[config.mk]
export PLATFORM = sky130hd
export DESIGN_NAME = fsm_input_arbiter
export DESIGN_NICKNAME = d
export VERILOG_FILES = /design/src/rtl/fsm_arb_pkg.sv /design/src/rtl/rr_arbiter.sv /design/src/rtl/fsm_input_arbiter.sv
export SDC_FILE = /design/constraint.sdc
export NUM_CORES = 1
export LEC_CHECK = 0
export ABC_CLOCK_PERIOD_IN_PS = 7200
export BUFFER_PORTS_ARGS = -buffer_cell sky130_fd_sc_hd__buf_4
export CAP_MARGIN = 20
export CORE_ASPECT_RATIO = 0.7
export CORE_MARGIN = 8
export CORE_UTILIZATION = 50
export DETAILED_ROUTE_END_ITERATION = 7
export PLACE_DENSITY = 0.74
export SLEW_MARGIN = 5
export SYNTH_ARGS = -nofsm -noshare
export SYNTH_HDL_FRONTEND = slang
export SYNTH_SLANG_ARGS = --single-unit
[constraint.sdc]
create_clock -name clk -period 7.2 [get_ports clk]
set_clock_uncertainty 0.1 [all_clocks]
set_input_delay 0.72 -clock clk [delete_from_list [all_inputs] [get_ports clk]]
set_output_delay 0.72 -clock clk [all_outputs]
set_load 0.02 [all_outputs]
[src/rtl/fsm_arb_pkg.sv]
// Shared types and constants for the fsm_2 input arbiter.
package fsm_arb_pkg;

    // Arbiter control states; LOCKED is only entered when FSM_ALARM_EN is defined.
    typedef enum logic [1:0] {
        IDLE   = 2'd0,
        DRIVE  = 2'd1,
        SAMPLE = 2'd2,
        LOCKED = 2'd3
    } arb_state_e;

    // Command word as presented on the fsm_2 inputs, A in the MSB.
    typedef struct packed {
        logic a;
        logic b;
        logic c;
        logic d;
    } fsm_cmd_t;

    // fsm_2 out[1:0] encodings; 01 is never produced by a healthy fsm_2.
    localparam logic [1:0] FSM_S00     = 2'b00;
    localparam logic [1:0] FSM_S10     = 2'b10;
    localparam logic [1:0] FSM_S11     = 2'b11;
    localparam logic [1:0] FSM_ILLEGAL = 2'b01;

endpackage

[src/rtl/rr_arbiter.sv]
// Combinational round-robin picker: first active request at or after the pointer, wrapping.
module rr_arbiter #(
    parameter int unsigned NUM_REQ = 4,
    localparam int unsigned PW = $clog2(NUM_REQ)
) (
    input  logic [NUM_REQ-1:0] req,
    input  logic [PW-1:0]      pointer,
    output logic [NUM_REQ-1:0] grant,
    output logic [PW-1:0]      index
);

    logic        found;
    logic [31:0] j;

    // Scan requesters starting at the pointer; the first hit wins.
    always_comb begin
        grant = '0;
        index = '0;
        found = 1'b0;
        j     = '0;
        for (int unsigned i = 0; i < NUM_REQ; i++) begin
            j = (32'(pointer) + i) % NUM_REQ;
            if (!found && req[j]) begin
                found    = 1'b1;
                grant[j] = 1'b1;
                index    = PW'(j);
            end
        end
    end

endmodule

[src/rtl/fsm_input_arbiter.sv]
// Shares the {A,B,C,D} input port of fsm_2 between NUM_REQ requesters.
// A round-robin winner's command is driven for HOLD_CYCLES clocks, then the
// fsm_2 state is sampled and returned with a one-cycle done pulse.
// Optional macro FSM_ALARM_EN: illegal fsm_2 state detection, abort and lock-up.
module fsm_input_arbiter
    import fsm_arb_pkg::*;
#(
    parameter int unsigned NUM_REQ     = 4,
    parameter int unsigned HOLD_CYCLES = 2
) (
    input  logic                 clk,
    input  logic                 rst,
    input  logic [NUM_REQ-1:0]   req,
    input  logic [4*NUM_REQ-1:0] cmd,
    output logic [NUM_REQ-1:0]   gnt,
    output logic [NUM_REQ-1:0]   done,
    output logic [1:0]           rsp_state,
    output logic                 rsp_err,
    output logic                 fsm_A,
    output logic                 fsm_B,
    output logic                 fsm_C,
    output logic                 fsm_D,
    input  logic [1:0]           fsm_out,
    output logic                 alarm
);

    localparam int unsigned PW        = $clog2(NUM_REQ);
    localparam logic [3:0]  HOLD_LAST = 4'(HOLD_CYCLES - 1);
    localparam logic [PW-1:0] PTR_LAST = PW'(NUM_REQ - 1);

    arb_state_e         state_q;
    logic [3:0]         hold_cnt_q;
    logic [PW-1:0]      rr_ptr_q;
    logic [PW-1:0]      win_idx_q;
    logic [NUM_REQ-1:0] gnt_q;
    logic [NUM_REQ-1:0] done_q;
    logic [1:0]         rsp_state_q;
    logic               rsp_err_q;
    logic               alarm_q;
    fsm_cmd_t           drv_q;

    logic [NUM_REQ-1:0] arb_gnt;
    logic [PW-1:0]      arb_idx;
    fsm_cmd_t           cmd_sel;

    rr_arbiter #(
        .NUM_REQ (NUM_REQ)
    ) u_rr_arbiter (
        .req     (req),
        .pointer (rr_ptr_q),
        .grant   (arb_gnt),
        .index   (arb_idx)
    );

    assign cmd_sel = fsm_cmd_t'(cmd[{arb_idx, 2'b00} +: 4]);

`ifdef FSM_ALARM_EN
    logic illegal;
    assign illegal = (fsm_out == FSM_ILLEGAL);
`endif

    // Control FSM with all outputs registered.
    always_ff @(posedge clk or negedge rst) begin
        if (!rst) begin
            state_q     <= IDLE;
            hold_cnt_q  <= '0;
            rr_ptr_q    <= '0;
            win_idx_q   <= '0;
            gnt_q       <= '0;
            done_q      <= '0;
            rsp_state_q <= FSM_S00;
            rsp_err_q   <= 1'b0;
            alarm_q     <= 1'b0;
            drv_q       <= '0;
        end else begin
`ifdef FSM_ALARM_EN
            if (illegal) begin
                alarm_q <= 1'b1;
            end
`endif
            case (state_q)
                IDLE: begin
`ifdef FSM_ALARM_EN
                    if (illegal) begin
                        state_q <= LOCKED;
                    end else
`endif
                    if (|req) begin
                        gnt_q      <= arb_gnt;
                        win_idx_q  <= arb_idx;
                        drv_q      <= cmd_sel;
                        hold_cnt_q <= '0;
                        state_q    <= DRIVE;
                    end
                end
                DRIVE: begin
`ifdef FSM_ALARM_EN
                    if (illegal) begin
                        // Abort: report the bad state to the winner, then lock.
                        drv_q       <= '0;
                        done_q      <= gnt_q;
                        rsp_err_q   <= 1'b1;
                        rsp_state_q <= FSM_ILLEGAL;
                        state_q     <= SAMPLE;
                    end else
`endif
                    if (hold_cnt_q == HOLD_LAST) begin
                        rsp_state_q <= fsm_out;
                        done_q      <= gnt_q;
                        drv_q       <= '0;
                        state_q     <= SAMPLE;
                    end else begin
                        hold_cnt_q <= hold_cnt_q + 4'd1;
                    end
                end
                SAMPLE: begin
                    gnt_q     <= '0;
                    done_q    <= '0;
                    rsp_err_q <= 1'b0;
                    rr_ptr_q  <= (win_idx_q == PTR_LAST) ? '0 : win_idx_q + 1'b1;
`ifdef FSM_ALARM_EN
                    state_q   <= (illegal || alarm_q) ? LOCKED : IDLE;
`else
                    state_q   <= IDLE;
`endif
                end
                LOCKED: begin
                    gnt_q  <= '0;
                    done_q <= '0;
                    drv_q  <= '0;
                end
                default: state_q <= IDLE;
            endcase
        end
    end

    assign gnt       = gnt_q;
    assign done      = done_q;
    assign rsp_state = rsp_state_q;
    assign rsp_err   = rsp_err_q;
    assign alarm     = alarm_q;
    assign fsm_A     = drv_q.a;
    assign fsm_B     = drv_q.b;
    assign fsm_C     = drv_q.c;
    assign fsm_D     = drv_q.d;

endmodule

After elaboration in Yosys (flattened, before gate mapping)
Index checks and enable logic that the tools add are counted.
{ "word_totals": {"ff_bits": 24, "in_bits": 24, "out_inout_bits": 16, "word_cells": 102} }
{ "classes": {"mux": 41, "bitwise_logic": 3, "shift": 1, "n_addsub": 5, "eq_ne": 8, "reduce_logical": 25, "n_lt_le_gt_ge": 8} }
{ "op_table": {"columns": ["op", "n"], "rows": [
  ["4-bit 2-to-1 mux", 10],
  ["4-bit case mux with 2 select lines", 3],
  ["16-bit by 5-bit indexed part select with 4-bit output", 1],
  ["2-bit 2-to-1 mux", 7],
  ["2-bit by 3-bit less-than comparator with 1-bit output (second input constant)", 4],
  ["4-bit OR", 3],
  ["4-bit case mux with 3 select lines", 1],
  ["1-bit 2-to-1 mux", 11],
  ["3-bit AND reduction", 3],
  ["1-bit binary-select mux with 2-bit select", 4],
  ["1-bit demux with 2-bit select", 4],
  ["2-bit by 1-bit >= comparator with 1-bit output (second input constant)", 4],
  ["2-bit AND reduction", 4],
  ["1-bit logical AND", 7],
  ["2-bit == test (second input constant)", 3],
  ["2-bit != test (second input constant)", 3],
  ["2-bit case mux with 3 select lines", 1],
  ["2-bit nonzero test", 3],
  ["3-bit nonzero test", 2],
  ["2-bit by 1-bit adder with 2-bit output (second input constant)", 2],
  ["2-bit adder (second input constant)", 2],
  ["4-bit by 1-bit adder with 4-bit output (second input constant)", 1],
  ["4-bit by 1-bit == test with 1-bit output (second input constant)", 1],
  ["4-bit OR reduction", 1],
  ["other kinds (4)", 6]
]} }

Longest topological paths before layout
Gate-level depths: netlist of run 1.
{ "logic_depth": {"ltp_word": 15, "depth_mapped": 12, "depth_no_buf": 8} }

Hierarchy
From an unflattened synthesis of run 1, not the netlist that was laid out.
{ "unflattened": {"cells_unflattened": 172, "hier_area_um2": 1880.6} }
{ "by_module_without_submodules": {"columns": ["module", "area_per_inst_um2", "instances", "cells_each"], "rows": [
  ["fsm_input_arbiter", 1441.4, 1, 124],
  ["rr_arbiter", 439.2, 1, 48]
]} }

Worst setup path before layout of run 1
Ideal clock, no wire load.
{ "synth_path": {"kind": "register to register", "startpoint": "register rr_ptr_q[0]", "endpoint": "register drv_q (netlist bit fsm_A)", "arrival_time_ns": 2.673, "n_path_buf": 3, "required_time_ns": 6.968, "setup_ns": 0.132, "path_stages_with_launch": 12, "path_slack_ns": 4.295, "cell_sequence": "dfrtp_1 > buf_6 > inv_1 > clkbuf_1 > ha_1 > clkbuf_1 > or3b_1 > a2111o_1 > and3_1 > a21o_1 > nand2b_1 > o211ai_1"} }
{ "synth_via": {"elab_chain_cells": 15} }
{ "synth_lines": {"columns": ["element", "line_no", "source"], "rows": [
  ["start: declaration", "fsm_input_arbiter.sv:33", "logic [PW-1:0] rr_ptr_q;"],
  ["start signal: assignment", "fsm_input_arbiter.sv:120", "rr_ptr_q <= (win_idx_q == PTR_LAST) ? '0 : win_idx_q + 1'b1;"],
  ["branches (longest 11 deep; another with 2-bit by 1-bit adder with 2-bit output)", null, null],
  ["2-bit 2-to-1 mux *", "rr_arbiter.sv:23", "if (!found && req[j]) begin"],
  ["16-bit by 5-bit indexed part select with 4-bit output *", "fsm_input_arbiter.sv:55", "assign cmd_sel = fsm_cmd_t'(cmd[{arb_idx, 2'b00} +: 4]);"],
  ["4-bit 2-to-1 mux *", "fsm_input_arbiter.sv:88", "if (|req) begin"],
  ["4-bit case mux with 3 select lines *", "fsm_input_arbiter.sv:81", "case (state_q)"],
  ["end signal: assignment", "fsm_input_arbiter.sv:91", "drv_q <= cmd_sel;"],
  ["end: declaration", "fsm_input_arbiter.sv:40", "fsm_cmd_t drv_q;"]
]} }
Every way passes the cells marked *. The select of a mux whose other input is x is not followed.
A chain may end at the register's enable or synchronous reset.

Worst setup path in the final report of run 1
{ "layout_path": {"startpoint": "register rr_ptr_q[0]", "endpoint": "register drv_q (netlist bit fsm_D)"} }
The elaborated chain is that of the path after synthesis.

==> results of run 1 <==
==> synth_stat cells (all sizes together) (5+ instances only) <==
cell and count:
dfrtp 24, ha 16, nand2 16, o21ai 12
buf 10, mux2i 10, nand3 10, nor2 10
inv 9, a22o 8, a22oi 8, and3 6
clkbuf 5, o211ai 5, or4 5
==> area by class of cell <==
class	count	area share, %
repair buffers	37	12.6
clock buffers	3	1.87
inverters	9	1.53
flip-flops and latches	24	27.1
clock inverters	1	1.36
well taps	50	2.83
multi-input cells	153	52.7
==> stage by stage <==
| stage | power (mW) | instance area (um^2) | cells | worst slack (ns) | hold slack, ns |
|---|---|---|---|---|---|
| finish | 0.293 | 2210 | 277 | 3.54 | 0.223 |
| global route | 0.304 | 2210 | 277 | 3.34 | 0.236 |
| CTS | 0.296 | 2210 | 277 | 3.56 | 0.231 |
| global placement | 0.176 | 2140 | 273 | 3.68 | 0.369 |
| detailed placement | 0.176 | 2140 | 273 | 3.56 | 0.390 |
| floorplan | 0.161 | 1890 | 201 | 4.29 | 0.324 |
==> flip-flops by register name, indices dropped and copies added (netlist names), 2 cells and up <==
name,count
gnt,4
rr_ptr_q,2
state_q,2
win_idx_q,2
done,4
rsp_state,2
hold_cnt_q,4
==> layer usage <==
layer,vias up,track usage [%],wire length [um]
met5,-,0,0
met4,0,4.33,43
met3,4,3.76,396
met2,50,23.2,1900
met1,750,22.1,2200
li1,798,-,-
==> worst paths after layout <==
path,end,depth (start not counted),startpoint
max reg2reg,fsm_D,7,rr_ptr_q[0]
min reg2reg,done[3],1,done[3]
max,fsm_D,7,rr_ptr_q[0]
max in group asynchronous,hold_cnt_q[1],1,rst
min,done[0],1,rst
min in group clk,done[3],1,done[3]
==> power by group <==
| group | internal (mW) | switching [mW] |
|---|---|---|
| clock network | 0.0744 | 0.0446 |
| logic | 0.0173 | 0.0207 |
| registers | 0.135 | 0.000293 |
==> cell families after synthesis <==
logic type / Yosys count / synth area share (%)
compound gates: 51 / 20.7
other cells: 1 / 0.198
simple gates: 66 / 18.9
fa+ha+maj: 16 / 10.6
flops: 24 / 31.8
xor+xnor: 3 / 1.39
buf+inv: 24 / 6.69
mux: 15 / 9.67
==> cell usage in the layout (no fill, tap or decap), types with 6 or more instances in the layout <==
master	count
o21ai_0	7
nand2_1	16
buf_4	37
dfrtp_1	24
and3_1	6
a22oi_1	8
nand3_1	10
nor2_1	10
a22o_1	8
mux2i_1	9
ha_1	16
inv_1	9
==> impl_metrics.py, run 1 <==
metrics = {
    "grt": {
        "grt_pass1_wl_um": 7320,
        "grt_use_total_pct": 15.7,
        "grt_max_degree": 25,
        "grt_overflow_total": 0,
        "grt_antenna_before_repair": 0,
        "grt_pass1_vias": 1480,
    },
    "clocking": {
        "hold_buffers": 0,
        "numCtsBuffers": 3,
        "clk_pin_slew_ns": 0.09,
        "cts.sinks": 24,
        "htreeDepth": 1,
        "cts_buffer_depth": 2,
        "ctsResizeCount": 0,
        "cts_root_buf": "clkbuf_8",
        "post_cts_buffers": 0,
        "clk_latency_ns": 0.27,
        "cts_tree": "yes",
    },
    "die": {
        "pin_count": 40,
        "dieHeight_um": 67.4,
        "die_x_um": 89.5,
        "core_um2": 3580,
        "start_util_pct": 52.8,
        "dieArea_um2": 6030,
        "num_rows": 18,
    },
    "synthesis": {
        "synthTopCellsByArea": "dfrtp_1 32%, ha_1 11%, mux2i_1 4.8%",
        "synth_area_um2": 1890,
        "yosys_register_bits": 24,
        "ys_warn_count": 1,
        "yosysTopAreaCell": "dfrtp_1",
        "synth_top_area_share_pct": 31.8,
        "synth-async-reset-ratio_pct": 100,
        "ys_types": 48,
        "syn_area_per_cell_um2": 9.45,
        "synth_enable_flop_cells": 0,
        "synth_seq_area_share_pct": 31.8,
        "synth_ff_type": "dfrtp_1",
        "synth_cells": 200,
    },
    "place": {
        "io_buffers": 37,
        "dp_hpwl_um": 3560,
        "place_congestion": 0.787,
    },
    "outcome": {
        "status": "finished, final reports clean",
    },
    "timing": {
        "finalCritPeriodShare_pct": 50.9,
        "final_hold_viol_count": 0,
        "rsz0062_at_grt": "false",
        "relSlewSlack_pct": 37.3,
        "worst_pin_slew_ns": 0.923,
        "fin_tns_setup_ns": 0,
        "fin_crit_ns": 3.66,
        "setup_viol": 0,
        "drv_slew": 0,
        "max_freq_ghz": 0.273,
    },
    "worst_setup_path": {
        "cpPeakStageDelay_ns": 0.93,
        "slowest_stage": "dfrtp_1",
        "startpoint_type": "register",
        "crit_required_ns": 7.29,
        "critPathTopFamily": "compound AO/OA/AOI/OAI gates",
        "cp_cell_sequence": "inv_1 -> ha_1 -> mux4_2 -> o311a_1 -> a211oi_2 -> o21ai_1 -> o211ai_1",
        "path_class": "reg -> reg",
        "crit_arrival_ns": 3.76,
        "end_kind": "register",
        "r2r_slack_ns": 3.54,
        "crit_fanout": 23,
        "path_buf_inv": 1,
    },
    "flow_run": {
        "drv_cap": 0,
    },
    "routing": {
        "totalWireLength_um": 4540,
        "wl_per_cell_um": 16.4,
        "first_pass_iters": 4,
        "drc": 0,
        "via_count": 1602,
        "drt_iter0_markers": 132,
        "drt-vias-per-instance": 5.78,
        "antenna_left": 0,
    },
    "layout": {
        "layout.nets": 268,
        "antenna_cells": 0,
        "ff_latch_area_um2": 601,
        "multiInputGateArea_um2": 1170,
        "utilization_pct": 61.8,
        "fillers": 294,
        "drive_gt1_share_pct": 22.5,
        "area_growth_pct": 17.1,
    },
    "power_and_ir_drop": {
        "power.density_nw_per_um2": 132,
        "irDropWorstVdd_uv": 115,
        "leakage_nw": 1.01,
    },
    "hold_path": {
        "worstHoldPathType": "in -> async",
    },
}
Note: power is estimated with default switching activity, not from simulation.
==> run 2: changes to the inputs <==
Settings changed: ABC_CLOCK_PERIOD_IN_PS 7200 to 3400.
Clock period 7.2 ns to 3.4 ns, I/O delays scaled along.
==> impl_metrics.py, run 2 (synthesis gave the netlist of run 1 again) <==
metrics = {
    "worst_setup_path": {
        "crit_required_ns": 3.49,
        "crit_fanout": 11,
        "slowest_stage": "dfrtp_1",
        "startpoint_type": "register",
        "cp_cell_sequence": "inv_1 -> ha_1 -> or3b_1 -> a2111o_1 -> and3_1 -> a211oi_2 -> o21ai_1 -> o211ai_1",
        "crit-reg2reg-launch": "rr_ptr_q[1]",
        "r2r_slack_ns": 0.50,
        "path_buf_inv": 1,
        "crit_arrival_ns": 2.99,
        "rr_worst_depth": 8,
        "end_kind": "register",
        "path_class": "reg -> reg",
        "cpPeakStageDelay_ns": 0.58,
        "timing.rr.end": "fsm_B",
        "critPathTopFamily": "compound AO/OA/AOI/OAI gates",
    },
    "layout": {
        "layout.nets": 271,
        "drive_gt1_share_pct": 23.0,
        "layout_commonest_cell": "buf_4",
        "fillers": 303,
        "antenna_cells": 0,
        "utilization_pct": 62.5,
        "final_cell_mix": "39 x buf_4, 24 x dfrtp_1, 16 x nand2_1, 16 x ha_1",
        "area_growth_pct": 18.4,
    },
    "routing": {
        "via_count": 1577,
        "drc": 0,
        "first_pass_iters": 4,
        "drt_iter0_markers": 88,
        "drt-vias-per-instance": 5.63,
        "antenna_left": 0,
        "wl_per_cell_um": 15.5,
        "totalWireLength_um": 4350,
    },
    "timing": {
        "rsz0062_at_grt": "false",
        "drv_slew": 0,
        "max_freq_ghz": 0.345,
        "final_hold_viol_count": 0,
        "worst_pin_slew_ns": 1.02,
        "whs_ns": 0.205,
        "fin_tns_setup_ns": 0,
        "setup_viol": 0,
        "finalWorstSetupSlack_ns": 0.499,
        "relSlewSlack_pct": 30.9,
        "finalCritPeriodShare_pct": 85.3,
        "fin_crit_ns": 2.90,
    },
    "die": {
        "die_x_um": 89.5,
        "dieArea_um2": 6030,
        "core_um2": 3580,
        "pin_count": 40,
        "start_util_pct": 52.8,
        "dieHeight_um": 67.4,
        "num_rows": 18,
    },
    "flow_run": {
        "drv_cap": 0,
    },
    "place": {
        "place_congestion": 0.824,
        "dp_hpwl_um": 3320,
        "io_buffers": 37,
        "pre_cts_slack_ns": 0.510,
    },
    "clocking": {
        "post_cts_buffers": 0,
        "clk_pin_slew_ns": 0.09,
        "cts_tree": "yes",
        "ctsResizeCount": 0,
        "cts.sinks": 24,
        "htreeDepth": 1,
        "cts_buffer_depth": 2,
        "cts_root_buf": "clkbuf_8",
        "clk_latency_ns": 0.27,
        "numCtsBuffers": 3,
    },
    "outcome": {
        "status": "finished, final reports clean",
    },
    "hold_path": {
        "holdPathEnd": "rsp_state[0]",
        "worstHoldPathType": "in -> reg",
        "whs_path_depth": 2,
        "hp-start": "fsm_out[0]",
    },
    "grt": {
        "grt_overflow_total": 0,
        "grt_pass1_wl_um": 7240,
        "grt_pass1_vias": 1476,
        "grt_use_total_pct": 15.1,
        "grt_antenna_before_repair": 0,
        "grt_max_degree": 25,
    },
    "power_and_ir_drop": {
        "power.density_nw_per_um2": 277,
        "leakage_nw": 1.02,
        "irDropWorstVdd_uv": 239,
        "total_power_mw": 0.619,
    },
}
-- run 2: changes by cell type in the layout (fill, tap and decap cells not counted), sizes merged --
cell / delta
buf: +2
dlygate4sd3: +1
-- run 2: how the worst max path moves through the flow --
stage          cells after the start  slack (ns)        start  endpoint
6_report                           8        0.50  rr_ptr_q[1]     fsm_B
5_1_grt                            8        0.24  rr_ptr_q[1]     fsm_B
4_1_cts                            8        0.48  rr_ptr_q[1]     fsm_B
3_5_place_dp                       8        0.51  rr_ptr_q[1]     fsm_B
3_3_place_gp                       7        0.59  rr_ptr_q[1]     fsm_B
2_1_floorplan                     11        0.49  rr_ptr_q[0]     fsm_A
-- run 2: repair_timing --
action                     in CTS  in global routing
hold buffers                    1                  0
hold endpoints to repair       24                  0
setup endpoints to repair       0                  0
-- run 2: power by group --
part           internal (mW)  switching [mW]
clock network          0.157          0.0936
logic                 0.0374          0.0438
registers              0.286        0.000504
-- run 2: routing by layer --
metal	vias to the layer above	global-route usage (%)	share of wire (%)	routed length [um]
li1	797	-	-	-
met1	742	22.5	51	2210
met2	36	21.5	41	1780
met3	2	4.48	8.0	346
met4	0	1.24	0.16	7
met5	-	0	0	0
-- run 2: layout make-up --
cell class | instances | area (um^2) | area share (%)
Clock inverter | 1 | 30.0 | 1.34
Inverter | 9 | 33.8 | 1.51
Timing Repair Buffer | 40 | 303 | 13.5
Tap cell | 50 | 62.6 | 2.80
Clock buffer | 3 | 41.3 | 1.85
Multi-Input combinational cell | 153 | 1170 | 52.1
Sequential cell | 24 | 601 | 26.8
-- run 2: per-stage QoR --
stage               std cells  instance area, um^2
floorplan                 201                 1890
global placement          275                 2160
detailed placement        275                 2160
CTS                       280                 2240
global route              280                 2240
finish                    280                 2240
